`src/rtl/intersection_pkg.sv`:
```
`default_nettype none
// ============================================================================
// Module   : intersection_pkg
// Brief    : Shared state encoding, lamp bit positions and direction codes
//            for the intersection controller.
// Revision : 1.0 - initial release
// ============================================================================
package intersection_pkg;

  // Controller phases; the encoding is exported on the phase debug port
  typedef enum logic [2:0] {
    INIT_RED  = 3'd0,
    NS_GREEN  = 3'd1,
    NS_YELLOW = 3'd2,
    NS_CLEAR  = 3'd3,
    EW_GREEN  = 3'd4,
    EW_YELLOW = 3'd5,
    EW_CLEAR  = 3'd6,
    EMERG     = 3'd7
  } state_t;

  // Lamp bit positions within a 4-bit signal head
  localparam int WALK   = 3;
  localparam int GREEN  = 2;
  localparam int YELLOW = 1;
  localparam int RED    = 0;

  // Single-lamp patterns built from the bit positions
  localparam logic [3:0] LAMP_WALK   = 4'(1 << WALK);
  localparam logic [3:0] LAMP_GREEN  = 4'(1 << GREEN);
  localparam logic [3:0] LAMP_YELLOW = 4'(1 << YELLOW);
  localparam logic [3:0] LAMP_RED    = 4'(1 << RED);

  // Direction codes used for the emergency direction
  localparam logic DIR_NS = 1'b0;
  localparam logic DIR_EW = 1'b1;

endpackage
`default_nettype wire

```
`src/rtl/phase_timer.sv`:
```
`default_nettype none
// ============================================================================
// Module   : phase_timer
// Brief    : Per-phase cycle counter. Cleared on state entry, saturating,
//            with a flag that marks the last cycle of a phase of length dur.
// Revision : 1.0 - initial release
// ============================================================================
module phase_timer #(
  parameter int CNT_W = 8
) (
  input  logic             clock,
  input  logic             reset_n,
  input  logic             clear,
  input  logic [CNT_W-1:0] dur,
  output logic [CNT_W-1:0] count,
  output logic             at_dur
);

  // Count up from zero after each clear, holding at all-ones
  always_ff @(posedge clock or negedge reset_n) begin
    if (!reset_n) begin
      count <= '0;
    end else if (clear) begin
      count <= '0;
    end else if (count != '1) begin
      count <= count + CNT_W'(1);
    end
  end

  // A phase of duration dur ends on the edge where the count reads dur-1
  assign at_dur = (count == (dur - CNT_W'(1)));

endmodule
`default_nettype wire

```
`src/rtl/intersection_controller.sv`:
```
`default_nettype none
// ============================================================================
// Module   : intersection_controller
// Brief    : Moore FSM sequencing the NS and EW signal heads, with request
//            latches that shorten a green and emergency pre-emption.
// Revision : 1.0 - initial release
// ============================================================================
module intersection_controller
  import intersection_pkg::*;
#(
  parameter int GREEN_MIN   = 4,
  parameter int GREEN_MAX   = 10,
  parameter int YELLOW_TIME = 2,
  parameter int ALLRED_TIME = 1,
  parameter int CNT_W       = 8
) (
  input  logic       clock,
  input  logic       reset_n,
  input  logic       emergency,
  input  logic       emergency_dir,
  input  logic       ns_req,
  input  logic       ew_req,
  output logic [3:0] NSout,
  output logic [3:0] EWout,
  output logic [2:0] phase
);

  localparam logic [CNT_W-1:0] GMIN      = CNT_W'(GREEN_MIN);
  localparam logic [CNT_W-1:0] GMIN_LAST = CNT_W'(GREEN_MIN - 1);
  localparam logic [CNT_W-1:0] GMAX      = CNT_W'(GREEN_MAX);
  localparam logic [CNT_W-1:0] YEL       = CNT_W'(YELLOW_TIME);
  localparam logic [CNT_W-1:0] ALLRED    = CNT_W'(ALLRED_TIME);

  state_t           state;
  state_t           state_nxt;
  logic [CNT_W-1:0] timer;
  logic [CNT_W-1:0] dur;
  logic             timer_done;
  logic             ns_pend;
  logic             ew_pend;
  logic             edir;
  logic             edir_valid;
  logic             preempt;
  logic             eff_dir;
  logic             entering_ns_green;
  logic             entering_ew_green;

  // Once latched, the emergency direction ignores further input changes
  assign eff_dir = edir_valid ? edir : emergency_dir;

  assign entering_ns_green = (state_nxt == NS_GREEN) && (state != NS_GREEN);
  assign entering_ew_green = (state_nxt == EW_GREEN) && (state != EW_GREEN);

  // Duration of the current phase; greens use the maximum as their hard limit
  always_comb begin
    dur = ALLRED;
    case (state)
      NS_GREEN, EW_GREEN:   dur = GMAX;
      NS_YELLOW, EW_YELLOW: dur = YEL;
      default:              dur = ALLRED;
    endcase
  end

  phase_timer #(
    .CNT_W (CNT_W)
  ) u_phase_timer (
    .clock   (clock),
    .reset_n (reset_n),
    .clear   (state_nxt != state),
    .dur     (dur),
    .count   (timer),
    .at_dur  (timer_done)
  );

  // State register
  always_ff @(posedge clock or negedge reset_n) begin
    if (!reset_n) begin
      state <= INIT_RED;
    end else begin
      state <= state_nxt;
    end
  end

  // Next-state logic: rotation, early green exit on demand, pre-emption
  always_comb begin
    state_nxt = state;
    case (state)
      INIT_RED: begin
        if (timer_done) state_nxt = (emergency || preempt) ? EMERG : NS_GREEN;
      end
      NS_GREEN: begin
        if (emergency) begin
          state_nxt = (eff_dir == DIR_NS) ? EMERG : NS_YELLOW;
        end else if (((timer >= GMIN_LAST) && ew_pend) || timer_done) begin
          state_nxt = NS_YELLOW;
        end
      end
      NS_YELLOW: begin
        if (timer_done) state_nxt = NS_CLEAR;
      end
      NS_CLEAR: begin
        if (timer_done) state_nxt = (emergency || preempt) ? EMERG : EW_GREEN;
      end
      EW_GREEN: begin
        if (emergency) begin
          state_nxt = (eff_dir == DIR_EW) ? EMERG : EW_YELLOW;
        end else if (((timer >= GMIN_LAST) && ns_pend) || timer_done) begin
          state_nxt = EW_YELLOW;
        end
      end
      EW_YELLOW: begin
        if (timer_done) state_nxt = EW_CLEAR;
      end
      EW_CLEAR: begin
        if (timer_done) state_nxt = (emergency || preempt) ? EMERG : NS_GREEN;
      end
      EMERG: begin
        if (!emergency) state_nxt = (edir == DIR_NS) ? NS_YELLOW : EW_YELLOW;
      end
      default: state_nxt = INIT_RED;
    endcase
  end

  // Service-request latches; entry into the own green clears, own green ignores
  always_ff @(posedge clock or negedge reset_n) begin
    if (!reset_n) begin
      ns_pend <= 1'b0;
      ew_pend <= 1'b0;
    end else begin
      if (entering_ns_green)                  ns_pend <= 1'b0;
      else if (ns_req && (state != NS_GREEN)) ns_pend <= 1'b1;
      if (entering_ew_green)                  ew_pend <= 1'b0;
      else if (ew_req && (state != EW_GREEN)) ew_pend <= 1'b1;
    end
  end

  // Emergency direction latch, held until normal rotation reaches a green
  always_ff @(posedge clock or negedge reset_n) begin
    if (!reset_n) begin
      edir       <= DIR_NS;
      edir_valid <= 1'b0;
    end else if (entering_ns_green || entering_ew_green) begin
      edir       <= DIR_NS;
      edir_valid <= 1'b0;
    end else if (emergency && (state != EMERG) && !edir_valid) begin
      edir       <= emergency_dir;
      edir_valid <= 1'b1;
    end
  end

  // Remembers a pre-emption so a short emergency pulse still reaches EMERG
  always_ff @(posedge clock or negedge reset_n) begin
    if (!reset_n) begin
      preempt <= 1'b0;
    end else if (state_nxt == EMERG) begin
      preempt <= 1'b0;
    end else if (emergency && (state != EMERG)) begin
      preempt <= 1'b1;
    end
  end

  // Lamp decode from state and timer only
  always_comb begin
    NSout = LAMP_RED;
    EWout = LAMP_RED;
    case (state)
      NS_GREEN:  NSout = (timer < GMIN) ? (LAMP_GREEN | LAMP_WALK) : LAMP_GREEN;
      NS_YELLOW: NSout = LAMP_YELLOW;
      EW_GREEN:  EWout = (timer < GMIN) ? (LAMP_GREEN | LAMP_WALK) : LAMP_GREEN;
      EW_YELLOW: EWout = LAMP_YELLOW;
      EMERG: begin
        if (edir == DIR_NS) NSout = LAMP_GREEN;
        else                EWout = LAMP_GREEN;
      end
      default: begin
        NSout = LAMP_RED;
        EWout = LAMP_RED;
      end
    endcase
  end

  assign phase = state;

endmodule
`default_nettype wire

```
`config.mk`:
```
export PLATFORM = sky130hd
export DESIGN_NAME = intersection_controller
export DESIGN_NICKNAME = d
export VERILOG_FILES = /design/src/rtl/intersection_pkg.sv /design/src/rtl/phase_timer.sv /design/src/rtl/intersection_controller.sv
export SDC_FILE = /design/constraint.sdc
export NUM_CORES = 1
export LEC_CHECK = 0
export BUFFER_PORTS_ARGS = -buffer_cell sky130_fd_sc_hd__buf_2
export CAP_MARGIN = 5
export CELL_PAD_IN_SITES_DETAIL_PLACEMENT = 1
export CELL_PAD_IN_SITES_GLOBAL_PLACEMENT = 2
export CORE_MARGIN = 2
export CORE_UTILIZATION = 32
export CTS_BUF_LIST = sky130_fd_sc_hd__clkbuf_8
export DETAILED_ROUTE_END_ITERATION = 12
export GPL_ROUTABILITY_DRIVEN = 0
export GPL_TIMING_DRIVEN = 0
export PLACE_DENSITY = 0.8
export SYNTH_ARGS = -nofsm -noshare
export SYNTH_HDL_FRONTEND = slang
export SYNTH_HIERARCHICAL = 1
export SYNTH_SLANG_ARGS = --single-unit
export TNS_END_PERCENT = 50
```
`constraint.sdc`:
```
create_clock -name clock -period 6.9 [get_ports clock]
set_input_delay 0.345 -clock clock [delete_from_list [all_inputs] [get_ports clock]]
set_output_delay 0.345 -clock clock [all_outputs]
set_load 0.01 [all_outputs]
```
### After elaboration in Yosys (flattened, before gate mapping)

Cells that the tools add are included.

| storage, ports and cells | value |
|---|---|
| logic and storage cells | 83 |
| output and inout bits | 11 |
| register bits | 16 |
| input port bits | 6 |

| cells by class | value |
|---|---|
| add/subtract/negate cells | 2 |
| mux-type cells | 34 |
| reductions and logical operators | 22 |
| eq/ne operators | 16 |
| $lt $le $gt $ge | 2 |

Operators with widths:

| operator | number |
|---|---|
| two-way mux 3 bit | 14 |
| case mux 4 bit (3 select lines) | 2 |
| case mux 3 bit (7 select lines) | 1 |
| equality test 3 bit, second input constant | 6 |
| two-way mux 8 bit | 2 |
| two-way mux 1 bit | 11 |
| nonzero test 2 bit | 5 |
| adder 8 x 1 -> 8 bit, second input constant | 1 |
| equality test 8 bit | 1 |
| greater-or-equal comparator 8 x 2 -> 1 bit, second input constant | 1 |
| logical AND 1 bit | 8 |
| < comparator 8 x 3 -> 1 bit, second input constant | 1 |
| != test 8 bit, second input constant | 1 |
| case mux 4 bit (2 select lines) | 1 |
| equality test 3 x 1 -> 1 bit, second input constant | 2 |
| equality test 3 x 2 -> 1 bit, second input constant | 2 |
| != test 3 bit, second input constant | 2 |
| OR reduction 2 bit | 3 |
| subtractor 4 x 1 -> 5 bit, second input constant | 1 |
| logical OR 1 bit | 4 |
| two-way mux 2 bit | 2 |
| two-way mux 4 bit | 1 |
| zero test 3 bit | 1 |
| != test 3 x 1 -> 1 bit, second input constant | 1 |
| 2 further kinds | 2 |

### Depth between registers and ports, before layout

| logic depth | value |
|---|---|
| depth in word-level cells | 13 |
| gate-level depth with buffers | 20 |
| depth with buffers taken out | 16 |

### Hierarchy

The synthesis kept the hierarchy.

Modules (own cells, without submodules):

| module | cells each | area each (um2) | instances | sequential area each (um2) |
|---|---|---|---|---|
| intersection_controller | 113 | 858.3 | 1 | 200.2 |
| phase_timer | 77 | 639.4 | 1 | 200.2 |

### Worst setup path after synthesis

OpenSTA, ideal clock, no wires.

| timing path | value |
|---|---|
| kind | register -> register |
| from | reg state[0] (netlist: phase[0]) |
| to | reg u_phase_timer.count[2] |
| clock period less this slack | 3.980 ns |
| cell stages (with the launch flop) | 21 |
| setup time | 0.132 ns |
| required time | 6.768 ns |
| arrival time | 3.848 ns |
| path slack | 2.920 ns |
| buffers on the path | 4 |
| path through | dfrtp_1 > buf_2 > buf_2 > nor2_1 > xnor2_1 > inv_1 > inv_1 > ha_1 > nor2b_1 > o21ai_2 > o311ai_1 > nand3_1 > a2111oi_2 > clkbuf_1 > or2_2 > o221ai_1 > o211ai_1 > o311ai_0 > o211ai_1 > buf_1 > nor3_1 |

| on the way | value |
|---|---|
| word-level cells in the longest chain between the ends | 11 |
| elaborated cells between the ends (all ways) | 29 |
| classes of those cells | add/sub: 1; eq/ne: 9; mux: 12; reduce/logical: 7 |

Ends and longest elaborated chain:

| what | line | RTL |
|---|---|---|
| start, declared | intersection_controller.sv:34 | `state_t state;` |
| start signal, assigned | intersection_controller.sv:80 | `state <= state_nxt;` |
| equality test 3 bit (tied with other cells) | intersection_controller.sv:57 | `case (state)` |
| OR reduction 2 bit | intersection_controller.sv:57 |  |
| case mux 4 bit (2 select lines) (*) | intersection_controller.sv:57 |  |
| net dur[1] | intersection_controller.sv:37 | `logic [CNT_W-1:0] dur;` |
| subtractor 4 x 1 -> 5 bit (*) | phase_timer.sv:31 | `assign at_dur = (count == (dur - CNT_W'(1)));` |
| equality test 8 bit (*) | phase_timer.sv:31 |  |
| net timer_done | intersection_controller.sv:38 | `logic timer_done;` |
| logical OR 1 bit, on equally long branches | intersection_controller.sv:107, intersection_controller.sv:94 |  |
| two-way mux 3 bit, on equally long branches | intersection_controller.sv:107, intersection_controller.sv:94 |  |
| two-way mux 3 bit, on equally long branches | intersection_controller.sv:105, intersection_controller.sv:92 |  |
| case mux 3 bit (7 select lines) (*) | intersection_controller.sv:87 | `case (state)` |
| != test 3 bit (*) | intersection_controller.sv:69 | `.clear (state_nxt != state),` |
| two-way mux 8 bit / nonzero test 2 bit (equally long branches) | -- |  |
| end signal, assigned | phase_timer.sv:26 | `count <= count + CNT_W'(1);` |
| end, declared | phase_timer.sv:15 | `output logic [CNT_W-1:0] count,` |

The timed path passes the listed nets; every way through them passes the cells marked *.
A chain may end at the register's enable or synchronous reset.

### Final worst setup path

| timing path | value |
|---|---|
| from | reg state[0] (netlist: phase[0]) |
| to | reg u_phase_timer.count[2] |

| on the way | value |
|---|---|
| word-level cells in the longest chain between the ends | 11 |
| elaborated cells between the ends (all ways) | 29 |
| classes of those cells | add/sub: 1; eq/ne: 9; mux: 12; reduce/logical: 7 |

Ends and longest elaborated chain:

| what | line | RTL |
|---|---|---|
| equality test 3 bit (tied with other cells) | intersection_controller.sv:57 |  |
| OR reduction 2 bit | intersection_controller.sv:57 |  |
| case mux 4 bit (2 select lines) (*) | intersection_controller.sv:57 |  |
| net dur[1] | intersection_controller.sv:37 |  |
| subtractor 4 x 1 -> 5 bit (*) | phase_timer.sv:31 |  |
| equality test 8 bit (*) | phase_timer.sv:31 |  |
| net timer_done | intersection_controller.sv:38 |  |
| logical OR 1 bit, on equally long branches | intersection_controller.sv:107, intersection_controller.sv:94 |  |
| two-way mux 3 bit, on equally long branches | intersection_controller.sv:107, intersection_controller.sv:94 |  |
| two-way mux 3 bit, on equally long branches | intersection_controller.sv:105, intersection_controller.sv:92 |  |
| case mux 3 bit (7 select lines) (*) | intersection_controller.sv:87 |  |
| net state_nxt[2] | intersection_controller.sv:35 | `state_t state_nxt;` |
| != test 3 bit (*) | intersection_controller.sv:69 |  |
| two-way mux 8 bit / nonzero test 2 bit (equally long branches) | -- |  |

Marked as above.

==> results.toml <==
[run_status]
status = "finished, final reports clean"

[finish]
final_common_cell = "nor2_1"
final_cell_count_no_fill = 274
drive_above_1_share = 0.180
num-fill-cells = 579
diodes = 0
finalNetCount = 231
final_cell_mix = "nor2_1 (22), buf_2 (20), dfrtp_1 (16)"
finish.utilization = 0.392
syn_to_final_growth_pct = 16.3

[clocking]
clock_sinks = 16
cts_buffers = 3
cts_resized = 0
clk_pin_slew_worst_paths_ns = 0.06
root_buffer = "clkbuf_8"
cts_max_level = 1
cts_tree = "yes"
clock_latency_ns = 0.25
post_cts_buffers = 0
cts_buffer_depth = 2
hold_buffers = 0

[drt]
drtIter0Drc = 50
routed_wl_microns = 4380
ant_nets = 0
drt_first_pass_iters = 4
wl_per_cell_microns = 16.0
drc_errors = 0
vias = 1499
routed_via_density = 5.47

[grt]
grt_pass1_wl_microns = 7570
grt_overflow = 0
grt_usage = 0.181
grt_max_degree = 17
grt_pass1_vias = 1589
antenna_found_initial = 0

[pwr]
p_per_area_mw_per_mm2 = 401
swShare = 0.495
p_int_mw = 0.353
seq_power_share = 0.216
peakVddDrop_mv = 0.166
p_leak_nw = 0.742
switching_power_mw = 0.346
pwr-share-clk = 0.116
pwr-share-comb = 0.668

[yosys]
synthCells = 190
synth_top_family_by_area = "simple AND/OR/NAND/NOR gates"
ys_seq_area_frac = 0.267
async_flop_share = 1.00
synth_mux_area_frac = 0.0334
synth_seq_cells = 16
synth_edf_count = 0
syn_avg_cell_area_sq_um = 7.88
synth_fa_ha_area_frac = 0.0167
synthDistinctLibCells = 58
synth-compound-area-share = 0.256
ys_warn_count = 6
syn_area_sq_mm = 0.00150
synth_xor_area_frac = 0.0635
synth-main-ff-cell = "dfrtp_1"
yosys.area_share.simple = 0.298

[worst_setup_path]
crit_fanout = 10
end_kind = "flip-flop"
r2r_slack_ns = 2.04
critPathLaunchType = "flip-flop"
arrival_ns = 4.98
crit_required_ns = 7.02
path_class = "flip-flop to flip-flop"
crit_start = "phase[0]"
timing.rr.start = "phase[0]"

[sta]
holdWs_ns = 0.00118
worst_pin_slew_ns = 0.510
layout_min_cycle_time_ns = 4.86
grt_setup_unrepaired = "false"
setup_tns_ns = 0
final_max_slew_viol_count = 0
relSlewSlack = 0.657
post-route-period-util = 0.705
finalSetupViolations = 0
final.setup_skew_ns = 0.00226
fmax_mhz = 206
hold_viol_final = 0

[die]
fp.dieW_microns = 72.4
ios = 17
initial_utilization = 0.337
die_y_microns = 72.4
rows = 24
dieArea_sq_mm = 0.00524
core_sq_mm = 0.00444

[job]
maxCapViolations = 0

[placed_design]
hpwl_microns = 3500
dpl.cell_count = 270
port_buffers = 15

[hold_path]
hp-class = "input pin to asynchronous set/reset pin"
-- path summary, 6_finish.rpt --
kind | cells after the start | endpoint
worst min-delay path | 1 | u_phase_timer/count[7]
worst min register to register | 2 | ns_pend
worst max register to register | 20 | u_phase_timer/count[2]
min in group clock | 3 | ns_pend
max in group asynchronous | 1 | u_phase_timer/count[1]
worst max-delay path | 20 | u_phase_timer/count[2]
-- kinds of logic (layout without fill, tap and decap cells) --
group	Yosys count	count (layout)
xor gates and xnor gates	10	10
muxes	5	5
AOI/OAI and AO/OA	51	51
adders and majority gates	2	2
DFF	16	16
and+or+nand+nor	84	84
other	1	14
buffers and inverters	21	40
-- final cells by class --
class / count / area [sq um] / share of cell area
multi-input combinational: 166 / 1050 / 0.605
clock buffer: 4 / 55.1 / 0.0316
tap: 52 / 65.1 / 0.0374
inverter: 11 / 41.3 / 0.0237
timing repair buffer: 15 / 75.1 / 0.0431
buffer: 10 / 51.3 / 0.0295
sequential: 16 / 400 / 0.230
-- registers in the layout (all words and copies together) (netlist names) --
register and flops:
edir_valid 1, preempt 1, edir 1, ew_pend 1, phase 3, ns_pend 1, u_phase_timer/count 8
-- critical path: stages, from the launching register on --
cell,delay (ns)
dfrtp_1,0.41
buf_2,0.24
buf_2,0.24
nor2_1,0.10
xnor2_1,0.29
inv_1,0.15
inv_1,0.08
ha_1,0.16
nor2b_1,0.34
o21ai_2,0.13
o311ai_1,0.32
nand3_1,0.15
a2111oi_2,0.38
clkbuf_1,0.43
nand2b_1,0.10
o2111ai_1,0.37
o21a_4,0.23
mux2i_1,0.07
o211ai_1,0.09
buf_1,0.31
nor3_1,0.11
-- per-layer routing --
| metal | part of all wire | vias up | global-route usage |
|---|---|---|---|
| met2 | 0.48 | 16 | 0.303 |
| met1 | 0.50 | 736 | 0.251 |
| met4 | 0.0062 | 0 | 0.0514 |
| met5 | 0 | - | 0 |
| li1 | - | 743 | - |
| met3 | 0.016 | 4 | 0.0153 |
-- cell usage after synthesis, drive strengths merged, types with 2 or more instances --
cell type | count | area (sq um)
or3 | 4 | 30.0
mux2i | 5 | 50.1
o311ai | 2 | 17.5
nor4 | 2 | 12.5
nor2 | 22 | 82.6
ha | 2 | 25.0
a21oi | 14 | 70.1
a2111oi | 2 | 30.0
o211ai | 2 | 15.0
o311a | 2 | 20.0
o31ai | 2 | 15.0
inv | 11 | 41.3
xor2 | 3 | 26.3
dfrtp | 16 | 400
or3b | 2 | 20.0
nor4bb | 2 | 20.0
nand2 | 15 | 58.8
xnor2 | 7 | 68.8
nand2b | 3 | 18.8
buf | 7 | 40.0
or2 | 2 | 12.5
a211oi | 3 | 27.5
nor3 | 10 | 55.1
a31oi | 4 | 25.0
clkbuf | 3 | 11.3
nand3 | 10 | 50.1
o21ai | 6 | 33.8
nor2b | 5 | 31.3
nor3b | 2 | 15.0
o21a | 4 | 37.5
-- power groups by stage --
stage / registers [mW] / clock network (mW) / logic (mW)
after detailed placement: 0.152 / 0 / 0.466
after global routing: 0.156 / 0.0875 / 0.518
after CTS: 0.151 / 0.0843 / 0.469
after floorplan: 0.146 / 0 / 0.342
after global placement: 0.149 / 0 / 0.449
final: 0.151 / 0.0808 / 0.467
-- stage by stage --
stage	setup WS (ns)	area, sq um	total power, mW
final	2.04	1740	0.699
after floorplan	2.92	1550	0.488
after CTS	2.00	1740	0.704
after detailed placement	2.03	1690	0.618
after global routing	1.50	1740	0.762
after global placement	2.25	1690	0.599
Power figures use the tool's default switching activity.
